`config.mk`:
```
export PLATFORM = sky130hd
export DESIGN_NAME = mem_stage
export DESIGN_NICKNAME = d
export VERILOG_FILES = /design/src/rtl/mem_stage.sv
export SDC_FILE = /design/constraint.sdc
export NUM_CORES = 1
export LEC_CHECK = 0
export CAP_MARGIN = 15
export CORE_UTILIZATION = 38
export DETAILED_ROUTE_END_ITERATION = 16
export PLACE_DENSITY = 0.76
export SLEW_MARGIN = 20
export SYNTH_ARGS = -nofsm -noshare
export SYNTH_HDL_FRONTEND = slang
export SYNTH_SLANG_ARGS = --single-unit
```
`constraint.sdc`:
```
create_clock -name clk -period 4.9 [get_ports clk]
set_input_delay 0.735 -clock clk [delete_from_list [all_inputs] [get_ports clk]]
set_output_delay 0.735 -clock clk [all_outputs]
set_load 0.005 [all_outputs]
```
`src/rtl/mem_stage.sv`:
```
// MEM stage of the 5-stage RV32I pipeline: word loads/stores over a req/ack handshake.
// Optional access timeout enabled by defining MEM_TIMEOUT_EN.
module mem_stage #(
    parameter int unsigned TIMEOUT_CYCLES = 16,
    parameter int unsigned ADDR_W         = 32
) (
    input  logic              clk,
    input  logic              rst,
    input  logic              ex_valid,
    input  logic [31:0]       ALUOutIn,
    input  logic [31:0]       ReadData2In,
    input  logic              RegWriteIn,
    input  logic              MemReadIn,
    input  logic              MemWriteIn,
    input  logic              MemToRegIn,
    input  logic [4:0]        WriteRegIn,
    output logic              stall,
    output logic              dmem_req,
    output logic              dmem_we,
    output logic [ADDR_W-1:0] dmem_addr,
    output logic [31:0]       dmem_wdata,
    input  logic [31:0]       dmem_rdata,
    input  logic              dmem_ack,
    output logic              wb_valid,
    output logic              RegWriteOut,
    output logic              MemToRegOut,
    output logic [4:0]        WriteRegOut,
    output logic [31:0]       ALUResultOut,
    output logic [31:0]       ReadDataOut,
    output logic              mem_err
);

    typedef enum logic {IDLE, ACCESS} state_t;

    state_t      state;
    logic        lat_regwrite;
    logic        lat_memtoreg;
    logic        lat_store;
    logic [4:0]  lat_wreg;
    logic [31:0] lat_alu;

`ifdef MEM_TIMEOUT_EN
    localparam int unsigned CNT_W = $clog2(TIMEOUT_CYCLES + 1);
    logic [CNT_W-1:0] tmo_cnt;
`endif

    assign stall = (state != IDLE);

    always_ff @(posedge clk or posedge rst) begin
        if (rst) begin
            state        <= IDLE;
            dmem_req     <= 1'b0;
            dmem_we      <= 1'b0;
            dmem_addr    <= '0;
            dmem_wdata   <= '0;
            wb_valid     <= 1'b0;
            RegWriteOut  <= 1'b0;
            MemToRegOut  <= 1'b0;
            WriteRegOut  <= '0;
            ALUResultOut <= '0;
            ReadDataOut  <= '0;
            mem_err      <= 1'b0;
            lat_regwrite <= 1'b0;
            lat_memtoreg <= 1'b0;
            lat_store    <= 1'b0;
            lat_wreg     <= '0;
            lat_alu      <= '0;
`ifdef MEM_TIMEOUT_EN
            tmo_cnt      <= '0;
`endif
        end else begin
            wb_valid <= 1'b0;
            mem_err  <= 1'b0;
            case (state)
                IDLE: begin
                    if (ex_valid) begin
                        if (!MemReadIn && !MemWriteIn) begin
                            wb_valid     <= 1'b1;
                            RegWriteOut  <= RegWriteIn;
                            MemToRegOut  <= MemToRegIn;
                            WriteRegOut  <= WriteRegIn;
                            ALUResultOut <= ALUOutIn;
                        end else if (ALUOutIn[1:0] != 2'b00) begin
                            // Misaligned: retire immediately with the write suppressed.
                            wb_valid     <= 1'b1;
                            mem_err      <= 1'b1;
                            RegWriteOut  <= 1'b0;
                            MemToRegOut  <= MemToRegIn;
                            WriteRegOut  <= WriteRegIn;
                            ALUResultOut <= ALUOutIn;
                        end else begin
                            state        <= ACCESS;
                            dmem_req     <= 1'b1;
                            dmem_we      <= MemWriteIn;
                            dmem_addr    <= ALUOutIn[ADDR_W-1:0];
                            dmem_wdata   <= ReadData2In;
                            lat_regwrite <= RegWriteIn;
                            lat_memtoreg <= MemToRegIn;
                            lat_store    <= MemWriteIn;
                            lat_wreg     <= WriteRegIn;
                            lat_alu      <= ALUOutIn;
`ifdef MEM_TIMEOUT_EN
                            tmo_cnt      <= '0;
`endif
                        end
                    end
                end
                ACCESS: begin
                    if (dmem_ack) begin
                        state        <= IDLE;
                        dmem_req     <= 1'b0;
                        wb_valid     <= 1'b1;
                        RegWriteOut  <= lat_regwrite & ~lat_store;
                        MemToRegOut  <= lat_memtoreg;
                        WriteRegOut  <= lat_wreg;
                        ALUResultOut <= lat_alu;
                        if (!lat_store) ReadDataOut <= dmem_rdata;
                    end
`ifdef MEM_TIMEOUT_EN
                    else if (tmo_cnt == CNT_W'(TIMEOUT_CYCLES - 1)) begin
                        state        <= IDLE;
                        dmem_req     <= 1'b0;
                        wb_valid     <= 1'b1;
                        mem_err      <= 1'b1;
                        RegWriteOut  <= 1'b0;
                        MemToRegOut  <= lat_memtoreg;
                        WriteRegOut  <= lat_wreg;
                        ALUResultOut <= lat_alu;
                    end else begin
                        tmo_cnt <= tmo_cnt + CNT_W'(1);
                    end
`endif
                end
                default: state <= IDLE;
            endcase
        end
    end

endmodule

```
; Yosys cells after proc, flatten, opt, wreduce, memory -nomap -nowiden
; Cells that the tools add are included.
[word_totals]
ff_bits = 147
elab_cells = 71
inputBits = 109
out_inout_bits = 140
[op_classes]
reduce_logical = 8
mux = 38
bitwise_logic = 5
n_eq_ne = 5
[ops]
columns = cell, n
row1 = 32-bit 2-to-1 mux, 4
row2 = 32-bit case mux with 2 select lines, 1
row3 = 1-bit 2-to-1 mux, 23
row4 = 5-bit 2-to-1 mux, 4
row5 = 1-bit case mux with 2 select lines, 5
row6 = 5-bit case mux with 2 select lines, 1
row7 = 2-bit inequality test (second input constant), 4
row8 = 4-bit AND reduction, 2
row9 = 3-bit AND reduction, 2
row10 = 1-bit inverter, 4
row11 = 3-bit inequality test (second input constant), 1
row12 = 1-bit logical NOT, 2
row13 = 2-bit nonzero test, 1
row14 = 1-bit AND, 1
row15 = 1-bit logical AND, 1

; Depth between registers and ports, before layout
; Gate-level depths: netlist (run 1).
[logic_depth]
depth_word = 5
mapped_depth = 6
ltp_nobuf = 5

; Worst setup path before layout (run 1)
; No wires, ideal clock.
[synth_path]
path_kind = in2reg
start = input port dmem_ack
end = register ReadDataOut[0]
required_time_ns = 4.775
stages = 6
slack_ns = 3.059
path_buffers = 3
setup_ns = 0.125
t_arrival_ns = 1.716
cell_sequence = buf_4 nand2_2 or2_1 buf_6 buf_6 mux2_4
[synth_via]
elab_chain_len = 1
[synth_rtl]
columns = element, line_no
row1 = start: declaration, 23  ; input logic dmem_ack,
row2 = 3-bit AND reduction (no source line), n/a
row3 = end signal: assignment, 117  ; if (!lat_store) ReadDataOut <= dmem_rdata;
row4 = end: declaration, 29  ; output logic [31:0] ReadDataOut,
; No other way between the ends.
; A chain may end at the register's enable or synchronous reset.

; Worst setup path in the final report (run 1)
[layout_path]
start = input port dmem_ack
end = register ReadDataOut[30]
; The elaborated chain is that of the path after synthesis.

==> results of run 1 <==
[where the power goes]
part / switching (uW) / total (uW) / internal [uW]
Combinational: 356 / 1160 / 802
Sequential: 190 / 1710 / 1520
Clock: 501 / 1220 / 721
Total: 1050 / 4090 / 3040
[registers in the layout, summed over array words and instances (netlist names)]
name / cells
ALUResultOut: 32
MemToRegOut: 1
ReadDataOut: 32
RegWriteOut: 1
WriteRegOut: 5
dmem_req: 1
dmem_wdata: 32
lat_alu: 32
lat_memtoreg: 1
lat_regwrite: 1
lat_store: 1
lat_wreg: 5
mem_err: 1
stall: 1
wb_valid: 1
[layout make-up]
class,count,area [um2],share of cell area [%]
multi-input cells,205,1881,20.90
clock inverters,13,108.9,1.210
well taps,184,230.2,2.558
repair buffers,252,2512,27.92
clock buffers,19,452.9,5.033
flip-flops and latches,147,3679,40.87
inverters,35,136.4,1.515
[placed cells by master, fill, tap and decap left out]
master,n
sky130_fd_sc_hd__a211oi_1,6
sky130_fd_sc_hd__a21oi_1,32
sky130_fd_sc_hd__a21oi_4,1
sky130_fd_sc_hd__and2_1,2
sky130_fd_sc_hd__buf_4,4
sky130_fd_sc_hd__bufinv_16,1
sky130_fd_sc_hd__clkbuf_16,17
sky130_fd_sc_hd__clkbuf_8,2
sky130_fd_sc_hd__clkdlybuf4s50_1,248
sky130_fd_sc_hd__clkinv_2,6
sky130_fd_sc_hd__clkinv_4,2
sky130_fd_sc_hd__clkinvlp_4,3
sky130_fd_sc_hd__dfrtp_1,147
sky130_fd_sc_hd__inv_1,33
sky130_fd_sc_hd__inv_2,1
sky130_fd_sc_hd__inv_6,2
sky130_fd_sc_hd__mux2_1,57
sky130_fd_sc_hd__mux2_2,16
sky130_fd_sc_hd__mux2_4,30
sky130_fd_sc_hd__nand2_1,3
sky130_fd_sc_hd__nand2_2,1
sky130_fd_sc_hd__nand2_4,1
sky130_fd_sc_hd__nand2b_1,1
sky130_fd_sc_hd__nand3b_1,1
sky130_fd_sc_hd__nor2_1,8
sky130_fd_sc_hd__nor2_2,1
sky130_fd_sc_hd__nor2b_1,1
sky130_fd_sc_hd__nor3_1,1
sky130_fd_sc_hd__o21ai_0,2
sky130_fd_sc_hd__o22ai_1,38
sky130_fd_sc_hd__o31a_1,1
sky130_fd_sc_hd__o31ai_4,1
sky130_fd_sc_hd__or2_2,1
[path summary, 6_finish.rpt]
path / end / cells past startpoint
min: RegWriteOut$_DFFE_PP0P_ / 1
min reg2reg: RegWriteOut$_DFFE_PP0P_ / 1
max reg2reg: ReadDataOut[30]$_DFFE_PP0P_ / 4
max: ReadDataOut[30]$_DFFE_PP0P_ / 5
min in group asynchronous: ReadDataOut[0]$_DFFE_PP0P_ / 2
max in group asynchronous: lat_alu[4]$_DFFE_PP0P_ / 3
[per-stage QoR]
step,hold WS (ps),utilization (%),area (um2),total power [uW]
final,485.7,61.00,9000,4092
after global routing,499.0,61.00,9000,4291
after CTS,488.2,61.00,9000,4139
after detailed placement,475.1,57.19,8438,2900
after global placement,472.5,57.19,8438,2857
after floorplan,464.4,-,5836,2100
[worst reg2reg max path, stage by stage (launching register included)]
cell and delay, ps:
sky130_fd_sc_hd__dfrtp_1 550, sky130_fd_sc_hd__nand2_2 120, sky130_fd_sc_hd__buf_4 420, sky130_fd_sc_hd__or2_2 920, sky130_fd_sc_hd__mux2_2 430
[kinds of logic after synthesis]
logic type             Yosys count  synth area share (%)
AND/OR/NAND/NOR                 21                 1.737
AO/OA/AOI/OAI                   81                 8.319
flip-flops                     147                 63.04
buffers and inverters           60                 5.103
multiplexers                   103                 21.81
[metal layers]
layer / wire [um] / global-route usage, %
met1: 6185 / 22.81
met2: 7598 / 32.66
met3: 939 / 5.990
met4: 430 / 9.497
met5: 0 / 0
==> results by stage, run 1 <==
CTS:
- TritonCTS built the clock tree.
- In this run, CTS created clock tree buffers numbering 17.
- The number of sinks handled by clock tree synthesis is ~150.
- The hold buffer count at cts is 0.
- After clock tree synthesis, the setup repair step added 0 buffers.
- The clock network latency to the later pin of the worst-skew pair is 420 ps.
- The tree is rooted in a sky130_fd_sc_hd__clkbuf_16.
- Clock-pin slew was measured on the worst setup and hold paths at 60 ps.
- The number of H-tree levels is 4.
- The maximum clock insertion buffer count is 2.
- The post-cts sizing count is 0.

Floorplan:
- Measured along the y axis, the die boundary spans 125.9 um.
- In this run the horizontal extent of the chip is between 100 and 150 um.
- The die covers roughly 16,000 um2.
- The initialized floorplan defines 44 standard-cell rows.
- In this run the standard cell core region covers 14,750 um2.
- The starting density of the core is 39.55%.
- For this design the top-level I/O count stands at ~250.

STA:
- Static timing analysis puts the maximum clock frequency at 0.3406 GHz.
- For the final routed database, the setup TNS stands at 0 ps.
- The worst path uses 59.91% of the clock period.
- The final-report hold violation count is 0.
- For the final database, setup skew stands at 6.733 ps.
- The shortest clock period the worst path allows after layout is 2936 ps.
- The number of slew-limit violations in the final report came to 0.
- Setup repair after global routing left no endpoint under its margin.
- Setup violations remaining at the end of the flow were counted as 0.
- The worst pin sits at a relative slew slack of ~29%.
- The worst path meets setup with between 1500 and 2000 ps of slack.
- For the pin with the worst max-slew slack, the measured transition is 1069 ps.

Yosys:
- In the synthesized netlist the dominant register cell turns out to be sky130_fd_sc_hd__dfrtp_1.
- The top-area cell type share of the netlist area is between 60% and 70%.
- The register area share after synthesis is 63.04%.
- The synthesized design contains 0 enable-type register cells.
- A synthesized cell averages 14.16 um2.
- The post-synthesis async set-or-reset flop share is 100.0%.
- Yosys printed 0 warnings.
- The commonest cells after synthesis are 147 x sky130_fd_sc_hd__dfrtp_1, 57 x sky130_fd_sc_hd__mux2_1, 38 x sky130_fd_sc_hd__o22ai_1.
- The synthesized design spends more area on one cell type than any other, namely sky130_fd_sc_hd__dfrtp_1.
- The post-synth design cell area is 5836 um2.
- The synthesized instance count is 412.
- The number of nets in the synthesized netlist is ~520.
- The most numerous cell in the Yosys netlist is sky130_fd_sc_hd__dfrtp_1.
- The unique cell type count in the Yosys netlist is 27.
- The number of register bits inferred by synthesis is ~150.
- Ranked by total cell area, the synthesized netlist is headed by sky130_fd_sc_hd__dfrtp_1 63%, sky130_fd_sc_hd__mux2_1 11%, sky130_fd_sc_hd__mux2_4 7.7%.

Critical path:
- The data required time at the worst endpoint is about 5200 ps.
- The critical path goes through clkdlybuf4s50_1 -> nand2_2 -> buf_4 -> or2_2 -> mux2_2.
- Setup slack on the worst reg-to-reg path comes out at 2340 ps.
- On the critical path the largest part of the delay comes from simple AND/OR/NAND/NOR gates.
- The worst setup path is captured at a flop.
- The number of buffers and inverters on the critical path is 2.
- Tracing the worst setup path back leads to its startpoint at dmem_ack.
- The maximum fanout count along the critical path is 40.
- The largest single stage delay on the critical path is 920 ps.
- The worst setup path is of the in -> reg kind.
- STA classifies the critical path startpoint as an input port.
- The worst register-to-register path begins at stall$_DFF_PP0_.
- The worst-path cell with the longest stage delay is sky130_fd_sc_hd__or2_2.
- For the worst setup path, the data arrival time is 3240 ps.

Layout:
- The repair_antennas step left the layout with diodes totalling 0.
- The final layout net count is 767.
- The count of filler cells inserted in the layout is 1,176.
- Compared with the post-synthesis result, the final layout area differs by 54.22%.
- Cells with a size suffix above 1 make up 13.41% of the layout.
- Excluding fillers, the count of instances in the completed layout stands at 855.

Pwr:
- The power density normalized to cell area is 454.6 nW/um2.
- VDD sags by at most around 0.23 mV.
- The standby leakage power is ~0.0040 uW.

Drt:
- The final wirelength is 15,150 um.
- For this block, the initial DRC count from the detailed router was about 220.
- After detailed routing, the average wire length per cell comes to 17.72 um.
- The count of antenna-violating nets left after detailed routing is 0.
- The post-detailed-route via-to-cell ratio is 4.972.
- After detailed routing, the number of remaining DRC violations is 0.
- The via count is 4,251.
- The iteration count of the initial detailed-routing pass is 4.

Hold path:
- In this run the most critical hold path is launched from RegWriteOut$_DFFE_PP0P_.
- The path class of the tightest hold or removal check is reg -> reg.

Outcome:
- The run finished with clean final reports.

Placement:
- The routability congestion estimate from global placement is ~0.77.
- The number of input and output port buffers inserted is 248.
- The setup slack after placement is 1506 ps.
- Summed over all nets, the half-perimeter wirelength after detailed placement is around 11,000 um.
- In this run, placement finished with an instance count of 823.

Global routing:
- The via count of the first global-routing pass came to roughly 4,400.
- The first global-routing pass estimated 23,560 um of wire.
- In the global route stage, overall resource usage came out at 19.51%.
- The number of antenna violations at the first check in global routing was 0.
- The total overflow left after global routing is 0.
- Entering global routing, the biggest net connects 75 pins.

Flow run:
- Max-cap violations in this run came to 0.
(Power assumes the default switching activity.)
==> inputs of run 2 (changes only) <==
- CORE_UTILIZATION: 38 -> 43
- PLACE_DENSITY: 0.76 -> 0.81
- clock period: 4.9 -> 3 ns (I/O delays scaled with it)
==> run 2 against run 1 <==
Compared with the run above:
- hold slack better by 0.59 ps
- non-clock buffer count rose by 2
- via count is 0.80% higher
- clock power increased by 73%
- final cell count fell by 1.1%
- critical path depth stayed put
- critical path type is now reg -> reg
- largest cell class unchanged
- largest power group unchanged
==> results by stage, run 2 (synthesized netlist as in run 1, its figures left out) <==
STA:
- The transition time at the pin with the least slew margin is 1080 ps.
- Setup slack closes at roughly 680 ps.
- Timing would allow up to between 0.4 and 0.5 GHz.
- The shortest clock period the worst path allows after layout is 2323 ps.
- The final-report hold violation count is 0.
- Adding up every negative setup slack in the final design gives 0 ps.
- Headroom to the max-slew limit came out at around 28%.
- The setup clock skew after layout is ~4.3 ps.
- The share of the clock period used by the worst path is 77.44%.
- The number of slew-limit violations in the final report is 0.
- Setup repair after global routing left no endpoint under its margin.
- Setup violations remaining at the end of the flow were counted as 0.

Outcome:
- The flow ran to the end, and the final reports show no timing, DRC or antenna violations.

Pwr:
- The register share of total power is 41.1%.
- The share of total power in combinational logic is 27.9%.
- The net switching component of the power is 1685 uW.
- The internal power consumption is 5130 uW.
- Across the VDD grid, the largest voltage drop is between 0.4 and 0.5 mV.
- The power density normalized to cell area is 752.7 nW/um2.
- The standby leakage power is 0.003995 uW.
- Of the total power, the clock network draws 30.9%.
- The switching part of the total power is 24.73%.
- The total chip power is 6816 uW.

Hold path:
- Counting instances, the worst hold path has a depth of 1.
- The worst hold path belongs to the class reg -> reg.

Layout:
- Relative to the synthesized area, the layout overhead comes to 55.17%.
- The top cell types in the final layout, fill and taps aside, are 248 x sky130_fd_sc_hd__clkdlybuf4s50_1, 147 x sky130_fd_sc_hd__dfrtp_1, 57 x sky130_fd_sc_hd__mux2_1.
- The layout cell share with drive strength beyond 1 is a little over an eighth.
- The number of antenna diodes in the final layout is 0.
- The sequential cells in the finished layout cover a total of 3679 um2.
- The combined area of the multi-input logic cells is 1881 um2.
- The count of filler cells inserted in the layout is around 970.
- Cells fill 68.38% of the core in the end.
- The finished cells cover about 9000 um2.
- The library cell used most frequently in the layout, excluding fill and tap cells, is sky130_fd_sc_hd__clkdlybuf4s50_1.
- The final layout net count is 769.

Drt:
- Dividing the detail-routed wire length by the instance count gives 18.18 um.
- The via count is 4,285.
- For this block, the routed nets add up to around 15,000 um of wire.
- The iteration count of the initial detailed-routing pass is 4.
- The count of antenna-violating nets left after detailed routing is 0.
- The post-detailed-route via-to-cell ratio is 5.065.
- After the first detailed-routing iteration, the DRC count stood at 157.
- In the routed design, unresolved DRC markers number 0.

CTS:
- CTS built an H-tree with a depth of 4.
- The clock passes through at most 2 buffers.
- Clock latency on the worst-skew pair, taken at its later pin, is 410 ps.
- Counting the buffers created by CTS gives 17.
- The number of buffers inserted by post-CTS setup repair is 0.
- The post-cts sizing count is 0.
- The hold buffer count at cts is 0.
- The clock-pin transition on the worst setup and hold timing paths is 60 ps.
- Clock tree synthesis found a total of 147 sinks.
- The CTS tree is done.
- The library cell used as clock root buffer is sky130_fd_sc_hd__clkbuf_16.

Critical path:
- STA classifies the critical path startpoint as a flop.
- The critical path in this run is classified as reg -> reg.
- The maximum fanout count along the critical path is 33.
- STA puts the critical path data arrival time at 2620 ps.
- The number of cell instances on the worst register-to-register path is 5.
- The critical path endpoint category is a flop.
- Data on the critical path is required at its endpoint by 3300 ps.

Floorplan:
- The floorplan step set the die height to 118.5 um.
- The standard cell core area is 13,240 um2.
- The area enclosed by the die boundary is approximately 14,000 um2.
- The number of core rows is 42.
- The number of top-level pins is ~250.
- From left edge to right edge, the die measures 118.5 um.
- For this configuration, the core starts out at a cell density of 44.07%.

Global routing:
- The sum of overflow across all layers after global routing is 0.
- Entering global routing, the biggest net connects 75 pins.
- The global-route wire length before repair is ~25,000 um.
- The via count of the first global-routing pass is between 4,000 and 5,000.
- The number of antenna violations at the first check in global routing is 0.
- The global-route total usage across every layer is 23.23%.

Flow run:
- The max-capacitance violation count is 0.

Placement:
- The HPWL reported at the end of detailed placement is 10,900 um.
- Input and output buffers added on the ports amount to 248.
- The setup slack after placement is 271.1 ps.
- The routability congestion estimate from global placement is between 0.7 and 0.8.
- The total placed instance area is 8467 um2.
-- run 2: cell type report --
type,count,share of cell area (%)
sequential,147,40.62
timing repair buffer,254,28.19
multi-input combinational,205,20.77
clock buffer,19,5.002
tap,176,2.432
clock inverter,10,1.492
inverter,35,1.492
-- run 2: worst max-delay path: stages, from the launching register on --
cell and delay, ps:
sky130_fd_sc_hd__dfrtp_1 630, sky130_fd_sc_hd__nor2b_1 190, sky130_fd_sc_hd__o31a_1 230, sky130_fd_sc_hd__a21oi_4 760, sky130_fd_sc_hd__inv_2 70, sky130_fd_sc_hd__mux2_1 330
-- run 2: path summary, 6_finish.rpt --
check                                      startpoint                         end  slack, ps
setup / recovery                      stall$_DFF_PP0_     RegWriteOut$_DFFE_PP0P_        680
hold / removal             dmem_wdata[10]$_DFFE_PP0P_  dmem_wdata[10]$_DFFE_PP0P_        490
setup reg to reg                      stall$_DFF_PP0_     RegWriteOut$_DFFE_PP0P_        680
hold reg to reg            dmem_wdata[10]$_DFFE_PP0P_  dmem_wdata[10]$_DFFE_PP0P_        490
max in group asynchronous                         rst  dmem_wdata[18]$_DFFE_PP0P_       1670
min in group asynchronous                         rst     lat_alu[16]$_DFFE_PP0P_        500
-- run 2: metrics by stage --
step	std cells	hold slack [ps]
after floorplan	412	464.4
after global placement	817	460.0
after detailed placement	817	480.6
after CTS	846	493.2
after global routing	846	505.6
final	846	486.3
-- run 2: routing by layer --
layer | share of wire [%] | vias up | GRT usage, %
met3 | 6.6 | 32 | 6.950
met5 | 0 | - | 0
li1 | - | 1935 | -
met2 | 51 | 170 | 39.96
met1 | 40 | 2148 | 26.65
met4 | 2.8 | 0 | 10.52
-- run 2: power by group through the flow --
stage | Sequential, uW | Combinational, uW | Clock, uW
after floorplan | 2820 | 611 | 0
after global placement | 2790 | 1860 | 0
after detailed placement | 2830 | 1920 | 0
after CTS | 2810 | 1930 | 2140
after global routing | 2870 | 2040 | 2230
final | 2800 | 1900 | 2110
==> inputs of run 3 (changes only) <==
- CORE_UTILIZATION: 43 -> 38
- PLACE_DENSITY: 0.81 -> 0.76
- clock period: 3 -> 2 ns (I/O delays scaled with it)
==> run 3 against run 2 <==
Compared with the run above:
- sequential power is 50% higher
- sequential share of layout area is 1.0 points lower
- routed wire length is 0.34% higher
- largest cell class unchanged
- largest power group unchanged
==> results by stage, run 3 (synthesized netlist as in run 1, its figures left out) <==
Outcome:
- The run finished with clean final reports.

Placement:
- The routability congestion estimate from global placement is 0.7787.
- The number of input and output port buffers inserted is approximately 250.
- The HPWL reported at the end of detailed placement is around 11,000 um.

Global routing:
- The global-route wire length before repair is ~25,000 um.
- Summed over all layers, the global routing overflow is 0.
- Entering global routing, the biggest net connects 84 pins.
- The via count of the first global-routing pass is 4,626.
- The global-route total usage across every layer is 20.31%.
- The number of antenna violations at the first check in global routing was 0.

STA:
- The accumulated negative setup slack is 0 ps.
- Setup repair after global routing left no endpoint under its margin.
- The transition time at the pin with the least slew margin is 496.4 ps.
- Subtracting the final worst setup slack from the clock period gives 1792 ps.
- The maximum clock frequency is around 0.56 GHz.
- The tightest hold margin is between 100 and 150 ps.
- The final-report hold violation count is 0.
- Setup violations remaining at the end of the flow were counted as 0.
- The relative max-transition margin is 66.91%.
- The share of the clock period used by the worst path is 89.62%.
- The number of slew-limit violations in the final report is 0.
- On the final layout, the worst clock skew is about 12 ps.

CTS:
- The number of sinks handled by clock tree synthesis is ~150.
- The clock network latency to the later pin of the worst-skew pair is 420 ps.
- The post-cts sizing count is 0.
- Buffers inserted during clock tree synthesis total 17.
- The maximum clock insertion buffer count is 2.
- The hold buffer count at cts is 0.
- The CTS tree is done.
- The number of buffers inserted by post-CTS setup repair is 0.
- The number of H-tree levels is 4.
- Clock-pin slew was measured on the worst setup and hold paths at 60 ps.
- Clock tree synthesis selected as its root buffer the cell sky130_fd_sc_hd__clkbuf_16.

Drt:
- The count of antenna-violating nets left after detailed routing is 0.
- The iteration count of the initial detailed-routing pass is 4.
- The final wirelength is 15,430 um.
- The highest metal layer used by the detailed router is met4.
- In the final routing, the length of wire on met1 measures 6282 um.
- The met3 wirelength from detailed routing is 1132 um.
- The detailed router's first-iteration violation count is 152.
- The post-detailed-route via-to-cell ratio is 4.970.
- The met2 layer wire length in the routed design is 7563 um.
- The routed layout has 4,309 vias.
- The DRC violations left is 0.
- The average detailed-routed wire length per instance is around 18 um.

Critical path:
- The largest stage delay on the critical path is 610 ps.
- The critical path endpoint category is an output port.
- STA puts the critical path data required time at approximately 1700 ps.
- At the worst endpoint, the arrival time is 1490 ps.
- The critical path is of the reg -> out type.
- The critical register-to-register path startpoint is stall$_DFF_PP0_.
- For this design, the slowest cell found on the critical path is sky130_fd_sc_hd__clkdlybuf4s50_1.
- Of all nets on the critical path, the largest fanout is 6.
- Tracing the worst setup path back leads to its startpoint at stall$_DFF_PP0_.
- The cell family contributing the most delay on the critical path is buffers and inverters.
- The critical path goes through clkdlybuf4s50_1.
- Together, buffers and inverters on the worst path number 1.
- The worst setup path is launched from a flop.

Floorplan:
- The y dimension of the die is 125.9 um.
- The number of core rows is 44.
- The area enclosed by the die boundary is 15,860 um2.
- The region available for standard cell placement spans 14,750 um2.
- The starting density of the core is 39.55%.
- In this run the horizontal extent of the chip is 125.9 um.
- In this run the count of I/O pins placed on the die edge is between 200 and 250.

Layout:
- Leaving out fill and tap cells, the most frequent cells in the layout are 248 x sky130_fd_sc_hd__clkdlybuf4s50_1, 147 x sky130_fd_sc_hd__dfrtp_1, 57 x sky130_fd_sc_hd__mux2_1.
- The commonest non-fill, non-tap cell in the layout is sky130_fd_sc_hd__clkdlybuf4s50_1.
- The number of diodes is 0.
- The layout cell share with drive strength beyond 1 is 14.93%.
- The net count of the finished layout is slightly below 800.
- Compared with the post-synthesis result, the final layout area differs by 59.26%.

Flow run:
- The max-capacitance violation count is 0.

Pwr:
- The worst-case IR drop observed on VDD is 0.5789 mV.
- For this design the static power due to leakage is 0.004116 uW.
- In this run the power density over the cells is 1157 nW/um2.

Hold path:
- The kind of path behind the tightest hold check is in -> async.
run 3: changes by cell type in the layout (fill, tap and decap cells not counted), sizes merged:
cell / previous run / this run
buf: 6 / 16
clkinv: 3 / 2
inv: 34 / 35
clkinvlp: 5 / 4
clkbuf: 19 / 20
bufinv: 3 / 6
run 3: power breakdown:
part	switching [uW]	internal, uW
sequential	460	3730
combinational	892	2000
clock	1230	2440
total	2580	8170
run 3: stage by stage:
step                      cells  setup slack, ps  power [uW]  cell area [um2]  utilization, %
after floorplan             412           -147.0        5147             5839               -
after global placement      835            75.90        7038             8602           58.30
after detailed placement    835            30.22        7154             8602           58.30
after CTS                   867            172.3       10880             9294           62.99
after global routing        867            143.5       11270             9294           62.99
final                       867            207.6       10750             9294           62.99
run 3: final timing paths:
path | to | slack, ps | depth (start not counted)
worst min register to register | dmem_req$_DFFE_PP0P_ | 480 | 2
worst max register to register | dmem_wdata[3]$_DFFE_PP0P_ | 380 | 5
worst min-delay path | lat_wreg[3]$_DFFE_PP0P_ | 120 | 2
min in group clk | dmem_wdata[27]$_DFFE_PP0P_ | 470 | 2
worst max-delay path | stall | 210 | 1
max in group asynchronous | ReadDataOut[27]$_DFFE_PP0P_ | 1240 | 3
run 3: cell type report:
class	count	area (um2)
Clock buffer	20	466.7
Clock inverter	12	225.2
Fill cell	1159	5460
Inverter	35	135.1
Multi-Input combinational cell	205	1881
Sequential cell	147	3679
Tap cell	184	230.2
Timing Repair Buffer	264	2678
run 3: metal layers:
| metal | track usage, % | vias up |
|---|---|---|
| met2 | 33.31 | 173 |
| met5 | 0 | - |
| met3 | 6.585 | 33 |
| li1 | - | 1961 |
| met4 | 9.922 | 0 |
| met1 | 24.09 | 2142 |
run 3: worst register-to-register path: cells and delay by family, from the launching register on:
kind | cells | cell delay (ps)
mux | 1 | 380
simple gates | 3 | 470
buf+inv | 1 | 200
flops | 1 | 460
